<file path="config.mk">
export PLATFORM = sky130hd
export DESIGN_NAME = booth_ctrl
export DESIGN_NICKNAME = d
export VERILOG_FILES = /design/src/rtl/booth_defs.sv /design/src/rtl/booth_cnt.sv /design/src/rtl/booth_ctrl.sv
export SDC_FILE = /design/constraint.sdc
export NUM_CORES = 1
export LEC_CHECK = 0
export ABC_AREA = 1
export CORE_MARGIN = 2
export CORE_UTILIZATION = 40
export CTS_CLUSTER_DIAMETER = 40
export DETAILED_ROUTE_END_ITERATION = 8
export GPL_TIMING_DRIVEN = 0
export PLACE_DENSITY_LB_ADDON = 0.08
export SKIP_CTS_REPAIR_TIMING = 1
export SYNTH_ARGS = -nofsm -noshare
export SYNTH_HDL_FRONTEND = slang
export SYNTH_SLANG_ARGS = --single-unit
</file>
<file path="constraint.sdc">
create_clock -name clk -period 1.6 [get_ports clk]
set_clock_uncertainty 0.2 [all_clocks]
set_input_delay 0.16 -clock clk [delete_from_list [all_inputs] [get_ports clk]]
set_output_delay 0.16 -clock clk [all_outputs]
set_load 0.01 [all_outputs]
</file>
<file path="src/rtl/booth_defs.sv">
// rtl/booth_defs.sv - shared state encodings and default width for the Booth multiplier controller
package booth_defs;

    localparam int DEF_WIDTH = 8;

    localparam logic [3:0] IDLE   = 4'd0;
    localparam logic [3:0] LOAD_M = 4'd1;
    localparam logic [3:0] LOAD_Q = 4'd2;
    localparam logic [3:0] CHECK  = 4'd3;
    localparam logic [3:0] ADD    = 4'd4;
    localparam logic [3:0] SUB    = 4'd5;
    localparam logic [3:0] SHIFT  = 4'd6;
    localparam logic [3:0] OUT_A  = 4'd7;
    localparam logic [3:0] OUT_Q  = 4'd8;

endpackage

</file>
<file path="src/rtl/booth_cnt.sv">
// rtl/booth_cnt.sv - Booth iteration counter with clear/increment and last-iteration flag
module booth_cnt #(
    parameter int WIDTH = 8,
    parameter int CNT_W = $clog2(WIDTH)
) (
    input  logic clk,
    input  logic rst_b,
    input  logic clr,
    input  logic inc,
    output logic last
);

    logic [CNT_W-1:0] cnt;

    // clr wins over inc so a terminal SHIFT or abort always leaves the counter at zero
    always_ff @(posedge clk or negedge rst_b) begin
        if (!rst_b) begin
            cnt <= '0;
        end else if (clr) begin
            cnt <= '0;
        end else if (inc) begin
            cnt <= cnt + CNT_W'(1);
        end
    end

    assign last = (cnt == CNT_W'(WIDTH - 1));

endmodule

</file>
<file path="src/rtl/booth_ctrl.sv">
// rtl/booth_ctrl.sv - radix-2 Booth multiplier control unit; optional abort input under BOOTH_ABORT_EN
module booth_ctrl
    import booth_defs::*;
#(
    parameter int WIDTH = DEF_WIDTH,
    parameter int CNT_W = $clog2(WIDTH)
) (
    input  logic clk,
    input  logic rst_b,
    input  logic start,
`ifdef BOOTH_ABORT_EN
    input  logic abort,
`endif
    input  logic in_vld,
    output logic in_rdy,
    input  logic q0,
    input  logic q_m1,
    input  logic out_rdy,
    output logic out_vld,
    output logic ld_m,
    output logic clr_a,
    output logic ld_q,
    output logic clr_lsb,
    output logic add_en,
    output logic sub,
    output logic sh_r,
    output logic obus_a,
    output logic obus_q,
    output logic busy,
    output logic done
);

    logic [3:0] state;
    logic [3:0] state_nxt;
    logic       cnt_clr;
    logic       cnt_inc;
    logic       cnt_last;
    logic       strobe_en;

`ifdef BOOTH_ABORT_EN
    assign strobe_en = !(abort && (state != IDLE));
`else
    assign strobe_en = 1'b1;
`endif

    booth_cnt #(
        .WIDTH (WIDTH),
        .CNT_W (CNT_W)
    ) u_cnt (
        .clk   (clk),
        .rst_b (rst_b),
        .clr   (cnt_clr),
        .inc   (cnt_inc),
        .last  (cnt_last)
    );

    always_ff @(posedge clk or negedge rst_b) begin
        if (!rst_b) begin
            state <= IDLE;
        end else begin
            state <= state_nxt;
        end
    end

    always_comb begin
        state_nxt = state;
        cnt_clr   = 1'b0;
        cnt_inc   = 1'b0;
        case (state)
            IDLE:   if (start) state_nxt = LOAD_M;
            LOAD_M: if (in_vld) state_nxt = LOAD_Q;
            LOAD_Q: begin
                if (in_vld) begin
                    state_nxt = CHECK;
                    cnt_clr   = 1'b1;
                end
            end
            CHECK: begin
                case ({q0, q_m1})
                    2'b10:   state_nxt = SUB;
                    2'b01:   state_nxt = ADD;
                    default: state_nxt = SHIFT;
                endcase
            end
            ADD:    state_nxt = SHIFT;
            SUB:    state_nxt = SHIFT;
            SHIFT: begin
                if (cnt_last) begin
                    state_nxt = OUT_A;
                    cnt_clr   = 1'b1;
                end else begin
                    state_nxt = CHECK;
                    cnt_inc   = 1'b1;
                end
            end
            OUT_A:  if (out_rdy) state_nxt = OUT_Q;
            OUT_Q:  if (out_rdy) state_nxt = IDLE;
            default: state_nxt = IDLE;
        endcase
        // abort overrides every transition and leaves the counter clean for the next run
        if (!strobe_en) begin
            state_nxt = IDLE;
            cnt_clr   = 1'b1;
            cnt_inc   = 1'b0;
        end
    end

    always_comb begin
        in_rdy  = 1'b0;
        out_vld = 1'b0;
        ld_m    = 1'b0;
        clr_a   = 1'b0;
        ld_q    = 1'b0;
        clr_lsb = 1'b0;
        add_en  = 1'b0;
        sub     = 1'b0;
        sh_r    = 1'b0;
        obus_a  = 1'b0;
        obus_q  = 1'b0;
        done    = 1'b0;
        if (strobe_en) begin
            case (state)
                LOAD_M: begin
                    in_rdy  = 1'b1;
                    ld_m    = in_vld;
                    clr_a   = in_vld;
                    clr_lsb = in_vld;
                end
                LOAD_Q: begin
                    in_rdy = 1'b1;
                    ld_q   = in_vld;
                end
                ADD:    add_en = 1'b1;
                SUB: begin
                    add_en = 1'b1;
                    sub    = 1'b1;
                end
                SHIFT:  sh_r = 1'b1;
                OUT_A: begin
                    out_vld = 1'b1;
                    obus_a  = 1'b1;
                end
                OUT_Q: begin
                    out_vld = 1'b1;
                    obus_q  = 1'b1;
                    done    = out_rdy;
                end
                default: ;
            endcase
        end
    end

    assign busy = (state != IDLE);

endmodule

</file>
* Word level (Yosys, flattened, before mapping)
Cells that the tools add are included.
** Cells by class
- Mux-type cells :: 25
- $lt $le $gt $ge :: 0
- $mul :: 0
- Bitwise logic cells :: 0
- Shifts and indexed selects :: 0
- Div/mod/pow operators :: 0
- Reductions and logical operators :: 7
- Equal/unequal tests :: 16
- $add $sub $neg :: 1
** Operator list (number)
- case mux 4 bit (8 select lines) :: 1
- 2-to-1 mux 4 bit :: 5
- equality test 4 x 3 -> 1 bit (second input constant) :: 4
- 2-to-1 mux 1 bit :: 14
- inequality test 2 bit (second input constant) :: 5
- 2-to-1 mux 3 bit :: 3
- equality test 4 x 2 -> 1 bit (second input constant) :: 2
- OR reduction 2 bit :: 3
- AND reduction 5 bit :: 1
- equality test 4 x 1 -> 1 bit (second input constant) :: 1
- equality test 4 bit (second input constant) :: 1
- logical NOT 4 bit :: 1
- case mux 2 bit (2 select lines) :: 1
- nonzero test 4 bit :: 1
- adder 3 x 1 -> 3 bit (second input constant) :: 1
- equality test 3 bit (second input constant) :: 1
- equality test 2 x 1 -> 1 bit (second input constant) :: 1
- equality test 2 bit (second input constant) :: 1
- case mux 1 bit (2 select lines) :: 1
- nonzero test 2 bit :: 1
** Storage, ports and cells
- ROM bits :: 0
- Memories kept :: 0
- Latch bits :: 0
- Output and inout bits :: 13
- Memory bits (writable) :: 0
- Bits in registers :: 7
- Word-level logic and storage cells :: 51

* Depth between registers and ports, before layout
- Depth in word-level cells :: 5
- Mapped depth :: 9
- Gate-level depth less buffers :: 8

* By module
From an unflattened synthesis, not the netlist that was laid out.
** Unflattened totals
- Cell total of the unflattened synthesis :: 91
- Area, all modules :: 575.6 um^2
** Modules (own cells, without submodules)
- booth_ctrl :: times used 1, cells each 74, area each 424.2 um^2
- booth_cnt :: times used 1, cells each 17, area each 151.4 um^2

* Least setup slack after synthesis
Ideal clock, no wire load.
- Path kind :: register -> output
- From :: reg state[2]
- To :: out clr_lsb
- Arrival :: 1310 ps
- Cell stages (with the launch flop) :: 5
- Required time :: 1240 ps
- Slack :: -70 ps
- Path through :: dfrtp_1 -> inv_2 -> nand2_1 -> nor4_1 -> buf_4
** Between the ends
- Cells in the longest elaborated chain, start to end :: 2
** Ends and longest elaborated chain
- from (decl) :: line booth_ctrl.sv:33 : logic [3:0] state;
- from (signal assigned) :: line booth_ctrl.sv:61 : state <= state_nxt;
- equality test 4 x 1 -> 1 bit
- 2-to-1 mux 1 bit
- to (decl) :: line booth_ctrl.sv:23 : output logic clr_lsb,
Every way passes these cells.

* Final worst setup path
- From :: reg state[3]
- To :: out ld_q
** Between the ends
- Cells in the longest elaborated chain, start to end :: 2
** Ends and longest elaborated chain
- equality test 4 x 2 -> 1 bit :: line booth_ctrl.sv:122 : case (state)
- 2-to-1 mux 1 bit :: line booth_ctrl.sv:122
- to (decl) :: line booth_ctrl.sv:22 : output logic ld_q,
Every way passes these cells.

==> results.py <==
metrics = {
    "final_layout": {
        "final_cell_mix": "15 x nand2_1, 9 x buf_6, 9 x inv_1, 9 x buf_4, 8 x nand3_1",
        "final_util_pct": 73.5,
        "drive_gt1_share_pct": 49.6,
        "nFillCells": 108,
        "layout.cells.most_common": "nand2_1",
        "nets": 128,
        "area_growth_pct": 69.4,
        "diodes": 0,
    },
    "worst_setup_path": {
        "crit_path_cell_trace": "buf_6 > nor2_4 > nand2_2 > nor2_2 > buf_4 > nand2_4 > inv_2 > buf_6",
        "critPathSlowestCell": "dfrtp_2",
        "worstPathArrival_ps": 1520,
        "crit_required_ps": 1240,
        "worstSetupPathType": "reg -> out",
        "reg2reg_slack_ps": 30,
        "r2r_end": "u_cnt.cnt[0]",
        "cp_slowest_stage_delay_ps": 440,
        "crit_top_cell": "buf_6",
        "rr_worst_depth": 8,
        "critPathMaxFanout": 4,
        "r2r_start": "state[3]",
        "cp-end-kind": "output pin",
        "worst_setup_path_start_kind": "flip-flop",
    },
    "outcome": {
        "status": "complete, but fails checks",
        "violations": "negative setup slack",
    },
    "sta": {
        "max_slew_margin_pct": 77.9,
        "fin_crit_sh_pct": 117,
        "max_freq_mhz": 532,
        "worst_pin_slew_ps": 330,
        "maxSlewViolCount": 0,
        "holdWs_ps": 316,
        "fin_crit_ps": 1880,
        "setup_viol": 11,
        "layout_setup_ws_ps": -278,
        "hold_violations": 0,
        "rsz0062_at_grt": "yes",
    },
    "clock_tree": {
        "cts_num_sinks": 7,
        "clockRootBuffer": "clkbuf_4",
        "cts_tree": "done",
        "clock_latency_ps": 270,
        "cts_max_level": 1,
        "clock_path_buffers": 2,
        "cts_inserted_buffers": 3,
        "cts.clk_slew.worst_paths_ps": 60,
    },
    "power_and_ir_drop": {
        "p_comb_share_pct": 69.9,
        "powerDensity_nw_per_um2": 1810,
        "vdd_ir_drop_max_mv": 1.01,
        "intPower_uw": 913,
        "p_switching_uw": 840,
        "sw_frac_of_total_pct": 47.9,
        "clock_power_share_pct": 9.8,
        "p_leak_nw": 0.539,
        "seqPwrFrac_pct": 20.3,
    },
    "route": {
        "vias": 635,
        "ant_nets": 0,
        "drtIter0Drc": 4,
        "drc": 0,
        "routed_via_density": 4.81,
        "wl_um": 1610,
        "first_pass_iters": 4,
        "wl_per_cell_um": 12.2,
    },
    "worst_hold_path": {
        "holdPathEnd": "u_cnt.cnt[0]",
        "hold_path_startpoint": "u_cnt.cnt[0]",
        "hold_path_class": "reg -> reg",
        "min_path_cells": 1,
    },
    "yosys": {
        "ys_seq_area_share_pct": 30.6,
        "syn_avg_cell_area_um2": 6.97,
        "synth_seq_cells": 7,
        "netlist-cell-type-count": 21,
        "yosysWarningCount": 0,
        "syn_inst": 82,
        "syn-num-nets": 92,
        "syn_area_um2": 572,
    },
    "grt": {
        "antenna_found_initial": 0,
        "grt_pass1_vias": 565,
        "grt_use_total_pct": 16.9,
        "gr-total-overflow": 0,
        "grt_max_degree": 9,
        "grt_pass1_wl_um": 2320,
    },
    "placed_design": {
        "place_hpwl_um": 1070,
        "gp_congestion": 0.836,
        "io_buffer_count": 19,
        "dp_worst_setup_slack_ps": -504,
    },
    "floorplan": {
        "io_pins": 20,
        "fp.dieH_um": 41.8,
        "core-area_um2": 1320,
        "dieArea_um2": 1750,
        "die_width_um": 41.8,
        "start_util_pct": 43.4,
        "row_count": 13,
    },
    "job": {
        "maxCapViolations": 0,
    },
}
==> per-stage QoR <==
| stage | instance area, µm² | setup TNS [ps] | instances | power (mW) |
|---|---|---|---|---|
| final | 968 | -1530 | 132 | 1.75 |
| after floorplan | 578 | 0 | 82 | 0.943 |
| after CTS | 815 | -6390 | 120 | 1.45 |
| after detailed placement | 787 | -3110 | 116 | 1.27 |
| after global routing | 968 | -2720 | 132 | 1.91 |
| after global placement | 787 | -2870 | 116 | 1.25 |
==> cell usage after synthesis (all sizes together) <==
library cell / instances / area share, %
nand3: 11 / 13
nor2: 13 / 12
nand4: 2 / 2.2
clkinv: 1 / 0.87
nor4: 1 / 1.1
inv: 13 / 8.5
ha: 3 / 6.6
dfrtp: 7 / 31
nand3b: 1 / 1.3
o31ai: 1 / 1.3
buf: 3 / 4.6
nand2: 21 / 14
nor3: 2 / 1.8
o21ai: 3 / 2.6
==> metal layers <==
metal	up-vias	wire length (µm)	GRT usage (%)	share of wire, %
li1	330	-	-	-
met1	283	699	20.5	43
met2	15	790	28.4	49
met3	7	61	3.91	3.8
met4	0	58	7.10	3.6
met5	-	0	0	0
==> how the worst max path moves through the flow <==
| stage | end | startpoint | cells after the start | slack (ps) |
|---|---|---|---|---|
| 2_1_floorplan | clr_lsb | state[1] | 3 | 120 |
| 3_3_place_gp | ld_m | in_vld | 5 | -480 |
| 3_5_place_dp | ld_m | in_vld | 5 | -500 |
| 4_1_cts | ld_q | state[3] | 6 | -670 |
| 5_1_grt | ld_q | state[3] | 8 | -330 |
| 6_report | ld_q | state[3] | 8 | -280 |
==> worst max-delay path: cells and delay by family, from the launching register on <==
kind | cells | cell delay [ps]
buf+inv | 4 | 420
flops | 1 | 440
simple gates | 4 | 390
==> sequential cells by signal (all words and copies together) (netlist names) <==
name,count
state,4
u_cnt.cnt,3
==> final cells by class <==
cell class	instances	area [µm²]	share of cell area, %
inverters	14	57.6	5.94
clock buffers	3	22.5	2.33
well taps	15	18.8	1.94
multi-input cells	58	402	41.5
flip-flops and latches	7	179	18.5
clock inverters	1	5.00	0.517
repair buffers	31	258	26.6
plain buffers	3	26.3	2.71
==> cell families after synthesis <==
kind of cell | after synthesis | share of synthesized area [%]
AOI/OAI and AO/OA | 4 | 3.94
adders and majority gates | 3 | 6.57
buffers and inverters | 17 | 14.0
DFF | 7 | 30.6
and+or+nand+nor | 51 | 44.9
==> power by group through the flow <==
stage	sequential [mW]	clock, mW	combinational [mW]
6_report	0.356	0.171	1.22
5_1_grt	0.369	0.186	1.35
4_1_cts	0.333	0.175	0.940
3_5_place_dp	0.335	0	0.932
3_3_place_gp	0.333	0	0.922
2_1_floorplan	0.324	0	0.618
No activity file was read; power rests on OpenSTA's default activity.
